`src/rtl/spi_pkg.sv`:
```
// SPI master shared types: FSM states and SPI mode decode helpers.
package spi_pkg;

  typedef enum logic [2:0] {
    IDLE,
    SETUP,
    XFER,
    HOLD,
    GAP
  } spi_state_t;

  function automatic logic cpol(input logic [1:0] mode);
    return mode[1];
  endfunction

  function automatic logic cpha(input logic [1:0] mode);
    return mode[0];
  endfunction

endpackage

```
`src/rtl/axis_if.sv`:
```
// AXI-Stream valid/ready/data bundle.
interface axis_if #(
  parameter int W = 8
);
  logic         tvalid;
  logic         tready;
  logic [W-1:0] tdata;

  modport master (
    output tvalid,
    output tdata,
    input  tready
  );

  modport slave (
    input  tvalid,
    input  tdata,
    output tready
  );
endinterface

```
`src/rtl/spi_clk_gen.sv`:
```
// SCLK generator: half-period divider, edge counter, SCLK register and
// per-edge strobes, active only while the FSM holds en high.
module spi_clk_gen #(
  parameter int   CLK_DIV    = 4,
  parameter int   DATA_WIDTH = 8,
  parameter logic CPOL       = 1'b0
) (
  input  logic clk,
  input  logic rst_n,
  input  logic en,
  output logic sclk,
  output logic lead_stb,
  output logic trail_stb,
  output logic first_stb,
  output logic done
);

  localparam int DIV_W  = $clog2(CLK_DIV);
  localparam int EDGE_W = $clog2(2 * DATA_WIDTH);

  logic [DIV_W-1:0]  div_cnt;
  logic [EDGE_W-1:0] edge_cnt;
  logic              sclk_q;
  logic              stb;

  // strobe marks the clk cycle whose closing edge toggles SCLK
  assign stb       = en && (div_cnt == DIV_W'(CLK_DIV - 1));
  assign lead_stb  = stb && !edge_cnt[0];
  assign trail_stb = stb && edge_cnt[0];
  assign first_stb = stb && (edge_cnt == '0);
  assign done      = stb && (edge_cnt == EDGE_W'(2 * DATA_WIDTH - 1));
  assign sclk      = sclk_q;

  always_ff @(posedge clk or negedge rst_n) begin
    if (!rst_n) begin
      div_cnt  <= '0;
      edge_cnt <= '0;
      sclk_q   <= CPOL;
    end else if (!en) begin
      div_cnt  <= '0;
      edge_cnt <= '0;
      sclk_q   <= CPOL;
    end else if (stb) begin
      div_cnt  <= '0;
      sclk_q   <= ~sclk_q;
      edge_cnt <= done ? '0 : edge_cnt + EDGE_W'(1);
    end else begin
      div_cnt  <= div_cnt + DIV_W'(1);
    end
  end

endmodule

```
`src/rtl/axis_spi_master.sv`:
```
// AXI-Stream to SPI master: one CS frame per s_axis word, the word
// shifted in on MISO during that frame is returned on m_axis.
module axis_spi_master #(
  parameter int SPI_MODE   = 1,
  parameter int DATA_WIDTH = 8,
  parameter int CLK_DIV    = 4
) (
  input  logic   clk_i,
  input  logic   arstn_i,
  output logic   spi_clk_o,
  output logic   spi_cs_o,
  output logic   spi_mosi_o,
  input  logic   spi_miso_i,
  axis_if.slave  s_axis,
  axis_if.master m_axis
);

  import spi_pkg::*;

  localparam int   N     = DATA_WIDTH;
  localparam int   DIV_W = $clog2(CLK_DIV);
  localparam logic CPOL  = cpol(2'(SPI_MODE));
  localparam logic CPHA  = cpha(2'(SPI_MODE));

  spi_state_t       state_q, state_n;
  logic [DIV_W-1:0] cnt_q, cnt_n;
  logic             cs_q, cs_n;
  logic             mosi_q, mosi_n;
  logic [N-1:0]     tx_q, tx_n;
  logic [N-1:0]     rx_q, rx_n;
  logic             tready_q, tready_n;
  logic             mtv_q, mtv_n;
  logic [N-1:0]     mtd_q, mtd_n;

  logic sclk;
  logic lead_stb;
  logic trail_stb;
  logic first_stb;
  logic done;
  logic cnt_last;
  logic sample;
  logic shift;

  spi_clk_gen #(
    .CLK_DIV    (CLK_DIV),
    .DATA_WIDTH (DATA_WIDTH),
    .CPOL       (CPOL)
  ) u_clk_gen (
    .clk       (clk_i),
    .rst_n     (arstn_i),
    .en        (state_q == XFER),
    .sclk      (sclk),
    .lead_stb  (lead_stb),
    .trail_stb (trail_stb),
    .first_stb (first_stb),
    .done      (done)
  );

  assign cnt_last = (cnt_q == DIV_W'(CLK_DIV - 1));
  assign sample   = CPHA ? trail_stb : lead_stb;
  assign shift    = CPHA ? (lead_stb && !first_stb)
                         : (trail_stb && !done);

  always_ff @(posedge clk_i or negedge arstn_i) begin
    if (!arstn_i) begin
      state_q  <= IDLE;
      cnt_q    <= '0;
      cs_q     <= 1'b1;
      mosi_q   <= 1'b0;
      tx_q     <= '0;
      rx_q     <= '0;
      tready_q <= 1'b0;
      mtv_q    <= 1'b0;
      mtd_q    <= '0;
    end else begin
      state_q  <= state_n;
      cnt_q    <= cnt_n;
      cs_q     <= cs_n;
      mosi_q   <= mosi_n;
      tx_q     <= tx_n;
      rx_q     <= rx_n;
      tready_q <= tready_n;
      mtv_q    <= mtv_n;
      mtd_q    <= mtd_n;
    end
  end

  always_comb begin
    state_n = state_q;
    cnt_n   = cnt_q;
    cs_n    = cs_q;
    mosi_n  = mosi_q;
    tx_n    = tx_q;
    rx_n    = rx_q;
    mtv_n   = mtv_q;
    mtd_n   = mtd_q;

    if (mtv_q && m_axis.tready) begin
      mtv_n = 1'b0;
    end

    unique case (state_q)
      IDLE: begin
        if (s_axis.tvalid && tready_q) begin
          tx_n    = s_axis.tdata;
          mosi_n  = s_axis.tdata[N-1];
          cs_n    = 1'b0;
          cnt_n   = '0;
          state_n = SETUP;
        end
      end
      SETUP: begin
        if (cnt_last) begin
          cnt_n   = '0;
          state_n = XFER;
        end else begin
          cnt_n = cnt_q + DIV_W'(1);
        end
      end
      XFER: begin
        if (sample) begin
          rx_n = {rx_q[N-2:0], spi_miso_i};
        end
        if (shift) begin
          tx_n   = tx_q << 1;
          mosi_n = tx_q[N-2];
        end
        // last edge may also carry the last sample, so publish rx_n
        if (done) begin
          mtd_n   = rx_n;
          mtv_n   = 1'b1;
          state_n = HOLD;
        end
      end
      HOLD: begin
        if (cnt_last) begin
          cnt_n   = '0;
          cs_n    = 1'b1;
          state_n = GAP;
        end else begin
          cnt_n = cnt_q + DIV_W'(1);
        end
      end
      GAP: begin
        if (cnt_last) begin
          cnt_n   = '0;
          state_n = IDLE;
        end else begin
          cnt_n = cnt_q + DIV_W'(1);
        end
      end
      default: begin
        state_n = IDLE;
      end
    endcase

    // ready is only offered in IDLE with the rx slot empty
    tready_n = (state_n == IDLE) && !mtv_n;
  end

  assign spi_clk_o     = sclk;
  assign spi_cs_o      = cs_q;
  assign spi_mosi_o    = mosi_q;
  assign s_axis.tready = tready_q;
  assign m_axis.tvalid = mtv_q;
  assign m_axis.tdata  = mtd_q;

endmodule

```
`src/flat_wrapper.sv`:
```
// flat-port wrapper written by rule: the top's interface ports become plain ports
module axis_spi_master_flat import spi_pkg::*;
#(
  parameter int SPI_MODE   = 1,
  parameter int DATA_WIDTH = 8,
  parameter int CLK_DIV    = 4
)
  (clk_i, arstn_i, spi_clk_o, spi_cs_o, spi_mosi_o, spi_miso_i, s_axis_tvalid, s_axis_tdata, s_axis_tready, m_axis_tvalid, m_axis_tdata, m_axis_tready);
  axis_if #(.W(8)) s_axis_i ();
  axis_if #(.W(8)) m_axis_i ();
  input  logic clk_i;
  input  logic arstn_i;
  output logic spi_clk_o;
  output logic spi_cs_o;
  output logic spi_mosi_o;
  input  logic spi_miso_i;
  input wire logic [$bits(s_axis_i.tvalid)-1:0] s_axis_tvalid;
  input wire logic [$bits(s_axis_i.tdata)-1:0] s_axis_tdata;
  output wire logic [$bits(s_axis_i.tready)-1:0] s_axis_tready;
  output wire logic [$bits(m_axis_i.tvalid)-1:0] m_axis_tvalid;
  output wire logic [$bits(m_axis_i.tdata)-1:0] m_axis_tdata;
  input wire logic [$bits(m_axis_i.tready)-1:0] m_axis_tready;
  assign s_axis_i.tvalid = s_axis_tvalid;
  assign s_axis_i.tdata = s_axis_tdata;
  assign s_axis_tready = s_axis_i.tready;
  assign m_axis_tvalid = m_axis_i.tvalid;
  assign m_axis_tdata = m_axis_i.tdata;
  assign m_axis_i.tready = m_axis_tready;
  axis_spi_master #(.SPI_MODE(SPI_MODE), .DATA_WIDTH(DATA_WIDTH), .CLK_DIV(CLK_DIV)) u_core (.clk_i(clk_i), .arstn_i(arstn_i), .spi_clk_o(spi_clk_o), .spi_cs_o(spi_cs_o), .spi_mosi_o(spi_mosi_o), .spi_miso_i(spi_miso_i), .s_axis(s_axis_i), .m_axis(m_axis_i));
endmodule
```
`config.mk`:
```
export PLATFORM = sky130hd
export DESIGN_NAME = axis_spi_master_flat
export DESIGN_NICKNAME = d
export VERILOG_FILES = /design/src/rtl/spi_pkg.sv /design/src/rtl/axis_if.sv /design/src/rtl/spi_clk_gen.sv /design/src/rtl/axis_spi_master.sv /design/src/flat_wrapper.sv
export SDC_FILE = /design/constraint.sdc
export NUM_CORES = 1
export LEC_CHECK = 0
export ABC_AREA = 1
export CELL_PAD_IN_SITES_DETAIL_PLACEMENT = 1
export CELL_PAD_IN_SITES_GLOBAL_PLACEMENT = 2
export CORE_ASPECT_RATIO = 0.5
export CORE_MARGIN = 2
export CORE_UTILIZATION = 29
export DETAILED_ROUTE_END_ITERATION = 8
export PLACE_DENSITY = 0.72
export RECOVER_POWER = 50
export SYNTH_ARGS = -nofsm -noshare
export SYNTH_HDL_FRONTEND = slang
export SYNTH_HIERARCHICAL = 1
export SYNTH_SLANG_ARGS = --single-unit
```
`constraint.sdc`:
```
create_clock -name clk_i -period 1.9 [get_ports clk_i]
set_input_delay 0.285 -clock clk_i [delete_from_list [all_inputs] [get_ports clk_i]]
set_output_delay 0.285 -clock clk_i [all_outputs]
set_load 0.03 [all_outputs]
```
Yosys cells after proc, flatten, opt, wreduce, memory -nomap -nowiden
Index checks and enable logic that the tools add are counted.
Widths: inputs -> output; s select.
{ "word_totals": {"out_inout_bits": 13, "word_cells": 79, "input_bits": 13, "ff_bits": 39} }
{ "op_classes": {"n_reduce_logical": 23, "addsub": 3, "mux": 29, "eq_ne": 11, "n_bitwise": 1} }
{ "ops": {"columns": ["operator", "count"], "rows": [
  ["$mux 3", 5],
  ["$pmux 3 s5", 1],
  ["$mux 7", 2],
  ["$pmux 7 s2", 1],
  ["$mux 4", 3],
  ["$logic_and 1x1->1", 9],
  ["$mux 1", 9],
  ["$mux 2", 4],
  ["$mux 8", 1],
  ["$ne 2x1->1 const B", 4],
  ["$eq 3x2->1 const B", 2],
  ["$logic_not 3->1", 2],
  ["$reduce_and 3->1", 2],
  ["$reduce_bool 2->1", 3],
  ["$add 2x1->2 const B", 2],
  ["$add 4x1->4 const B", 1],
  ["$eq 2x2->1 const B", 2],
  ["$eq 4x4->1 const B", 1],
  ["$logic_not 4->1", 1],
  ["$pmux 1 s2", 2],
  ["$pmux 2 s2", 1],
  ["$reduce_and 2->1", 2],
  ["$eq 3x1->1 const B", 1],
  ["$eq 3x3->1 const B", 1],
  ["3 further kinds", 5]
]} }

Longest topological paths before layout
{ "logic_depth": {"word_depth": 7, "depth_mapped": 11, "ltp_nobuf": 10} }

Cells and area by module
The synthesis kept the hierarchy.
{ "by_module_without_submodules": {"columns": ["mod", "cells_per_inst", "seq_area_each_um2", "area_per_inst_um2", "n_inst"], "rows": [
  ["axis_spi_master", 188, 802.0, 1521.5, 1],
  ["spi_clk_gen", 46, 175.2, 379.1, 1]
]} }

Worst setup path after synthesis
Ideal clock, no wire load.
{ "synth_timing": {"path_type": "reg2reg", "from": "reg u_core.state_q[0]", "to": "reg u_core.rx_q[5]", "path_buffers": 2, "slack_ns": 0.055, "arrival_ns": 1.724, "synth_period_minus_slack_ns": 1.845, "stages_incl_launch_ff": 11, "required_ns": 1.779, "setup_ns": 0.121, "cell_sequence": "dfrtp_1 nor2_4 nand2_4 inv_4 buf_4 nand2_2 nor2_1 buf_2 o21ai_0 nand2_1 o21ai_1"} }
{ "synth_between": {"elab_chain_len": 4} }
{ "synth_rtl": {"columns": ["item", "line_no", "text"], "rows": [
  ["start, declared", "axis_spi_master.sv:25", "spi_state_t state_q, state_n;"],
  ["start signal, assigned", "axis_spi_master.sv:76", "state_q <= state_n;"],
  ["$eq 3x2->1", "axis_spi_master.sv:51", ".en (state_q == XFER),"],
  ["$logic_and 1x1->1", "spi_clk_gen.sv:27", "assign stb = en && (div_cnt == DIV_W'(CLK_DIV - 1));"],
  ["$logic_and 1x1->1", "spi_clk_gen.sv:29", "assign trail_stb = stb && edge_cnt[0];"],
  ["named net u_core.sample", "axis_spi_master.sv:41", "logic sample;"],
  ["$mux 8", "axis_spi_master.sv:121", "if (sample) begin"],
  ["end signal, assigned", "axis_spi_master.sv:81", "rx_q <= rx_n;"],
  ["end, declared", "axis_spi_master.sv:30", "logic [N-1:0] rx_q, rx_n;"]
]} }
The timed path passes the listed nets, and every way through them passes these cells.
A chain may end at the register's enable or synchronous reset.

Worst setup path after layout
{ "layout_timing": {"from": "reg u_core.cs_q, in the netlist u_core/spi_cs_o", "to": "out spi_cs_o"} }
{ "layout_rtl": {"columns": ["item", "line_no", "text"], "rows": [
  ["start, declared", "axis_spi_master.sv:27", "logic cs_q, cs_n;"],
  ["start signal, assigned", "axis_spi_master.sv:78", "cs_q <= cs_n;"],
  ["end, declared", "flat_wrapper.sv:14", "output logic spi_cs_o;"]
]} }
No word-level cell between the ends.

==> results.ini <==
[grt]
gr-total-overflow = 0
grt_antenna_before_repair = 0
grt_max_degree = 27
grt_pass1_vias = 1615
grt_usage_pct = 13.6
grt_pass1_wl_um = 7530

[place]
dpl.hpwl_um = 3140
place_inst = 347
numPortBuffers = 25
gp_congestion = 0.748

[timing]
tightest_slew_ps = 1120
fin_crit_sh_pct = 92.7
slew_headroom_pct = 25.5
fin_crit_ps = 1760
grt_setup_unrepaired = no
setup_viol = 0
fmax_mhz = 568
hold_viol = 0
finalSetupTns_ps = 0
finalClockSkew_ps = 2.99
drv_slew = 0

[hold_path]
hold_path_class = register to register

[worst_setup_path]
reg2reg_slack_ps = 160
cp_data_required_time_ps = 1620
arrival_ps = 1480
critPathMaxStageDelay_ps = 660
cp_max_fo = 2
slowest_stage = clkdlybuf4s50_1
crit_path_start_kind = register
critPathTopFamily = buffers and inverters
crit_buf_inv = 1
cp_cell_sequence = clkdlybuf4s50_1
end_kind = output port
critPathKind = register to output port

[yosys]
ys_types = 28
synthFlopType = dfrtp_1
synthCells = 234
yosysWarnings = 6
synthesis.area_mm2 = 0.00190
synth_top_area_share_pct = 50.0
syn_area_per_cell_um2 = 8.12
synth.net_count = 251
synth_seq_cells = 39
seq_area_frac_synth_pct = 51.4
yosysTopAreaCell = dfrtp_1
async_reset_ff_share_pct = 100
synth.area.top_cells = dfrtp_1 (50%), nand2_1 (18%), nand3_1 (5.0%)
synth-edff-count = 0

[clocking]
clock-sinks = 39
cts_buffers = 5
cts.htree.levels = 2
cts_root_buf = clkbuf_16
clkTransAtPathRegs_ps = 60
cts_tree = done
clockBufferDepth = 2
clock_latency_ps = 280
cts_setup_buffers = 0

[finish]
area_growth_pct = 27.1
nets = 284
fillers = 762
n_antenna_cell = 0
drive_gt1_share_pct = 11.2
finalNonFillerCells = 356

[floorplan]
row_count = 20
chipHeight_um = 61.2
num_io_pins = 26
core_area_mm2 = 0.00621
fp.dieArea_mm2 = 0.00726
floorplan.initialDensity_pct = 30.6
dieWidth_um = 118

[route]
drtPass1Iterations = 4
vias = 1566
drc = 0
detail_route.vias_per_cell = 4.40
wire_per_inst_um = 12.3
ant_nets = 0
wl_um = 4380
drt_iter0_drc = 46

[power_and_ir_drop]
p_leak_nw = 1.23
p_per_area_mw_per_mm2 = 705
ir_drop_mv = 0.256

[run]
cap_violations = 0

[outcome]
outcome = complete, no violations

-- cells in the mapped netlist (2+ instances only) --
cell and number:
nor2_2 2, nand2_1 93, o21ai_1 12, o21ai_0 9
nor2_1 7, dfrtp_1 38, buf_2 3, inv_1 23
buf_4 2, ha_1 4, nand3_1 19, clkinv_2 2
nand2_2 5
-- routing by layer --
layer  routed length (um)  vias to the layer above  global-route usage, %
met5                    0                        -                      0
met4                   64                        0                   5.61
met3                  171                        8                   4.72
met2                 1840                       19                   22.5
met1                 2300                      741                   16.9
li1                     -                      798                      -
-- cells by family after synthesis --
family | synth area share [%]
simple gates | 31.2
compound gates | 6.98
flops | 51.4
fa+ha+maj | 2.63
buf+inv | 7.77
-- placed cells by master, fill, tap and decap left out, drive strengths merged --
cell type | Yosys | routed
o22ai | 1 | 1
ha | 4 | 4
clkdlybuf4s50 | 0 | 24
buf | 6 | 6
nand3 | 20 | 20
nand2 | 99 | 99
nor2 | 10 | 10
dfrtp | 38 | 38
clkbuf | 0 | 8
inv | 25 | 25
o21ai | 22 | 22
clkinv | 2 | 3
nand4 | 3 | 3
dlygate4sd3 | 0 | 1
or2 | 1 | 1
o21bai | 1 | 1
a21oi | 1 | 1
dfstp | 1 | 1
-- sequential cells by signal (all words and copies together) (netlist names), 2 cells and up --
name                       count
u_core/u_clk_gen/div_cnt       2
u_core/cnt_q                   2
u_core/m_axis.tdata            8
u_core/tx_q                    7
u_core/rx_q                    8
u_core/state_q                 3
u_core/u_clk_gen/edge_cnt      4
-- timing repair --
| item | CTS | global route |
|---|---|---|
| resized for setup | 0 | 0 |
| setup endpoints to repair | 0 | 0 |
| endpoints found under the hold margin | 16 | 0 |
| hold buffers | 1 | 0 |
-- final cells by class --
class | count | area (um^2) | area share [%]
clock buffers | 7 | 133 | 5.49
flip-flops and latches | 39 | 977 | 40.4
multi-input cells | 162 | 773 | 32.0
inverters | 27 | 106 | 4.40
repair buffers | 32 | 312 | 12.9
well taps | 88 | 110 | 4.56
clock inverters | 1 | 5.00 | 0.207
-- per-stage QoR --
stage	hold WS, ps	utilization, %	instance area, um^2	power, mW	setup WS [ps]
after floorplan	-10.6	-	1900	0.867	55.3
after global placement	258	36.6	2270	0.917	169
after detailed placement	261	36.6	2270	0.918	153
after CTS	437	39.0	2420	1.75	127
after global routing	451	38.9	2420	1.79	10.8
final	431	38.9	2420	1.70	139
-- power by group --
group          internal, mW  switching, mW  total (mW)
Clock                 0.485          0.316       0.801
Sequential            0.838        0.00325       0.841
Combinational        0.0308         0.0314      0.0622
Total                  1.35          0.351        1.70
-- path summary, 6_finish.rpt --
kind                                              from                      endpoint  cells after the start
max                                    u_core/spi_cs_o                      spi_cs_o                      1
min                        u_core/u_clk_gen/div_cnt[0]   u_core/u_clk_gen/div_cnt[0]                      1
max reg2reg                          u_core/state_q[1]             u_core/spi_mosi_o                      6
min reg2reg                u_core/u_clk_gen/div_cnt[0]   u_core/u_clk_gen/div_cnt[0]                      1
max in group asynchronous                      arstn_i  u_core/u_clk_gen/edge_cnt[3]                      3
min in group asynchronous                      arstn_i        u_core/m_axis.tdata[0]                      2
No activity file was read; power rests on OpenSTA's default activity.
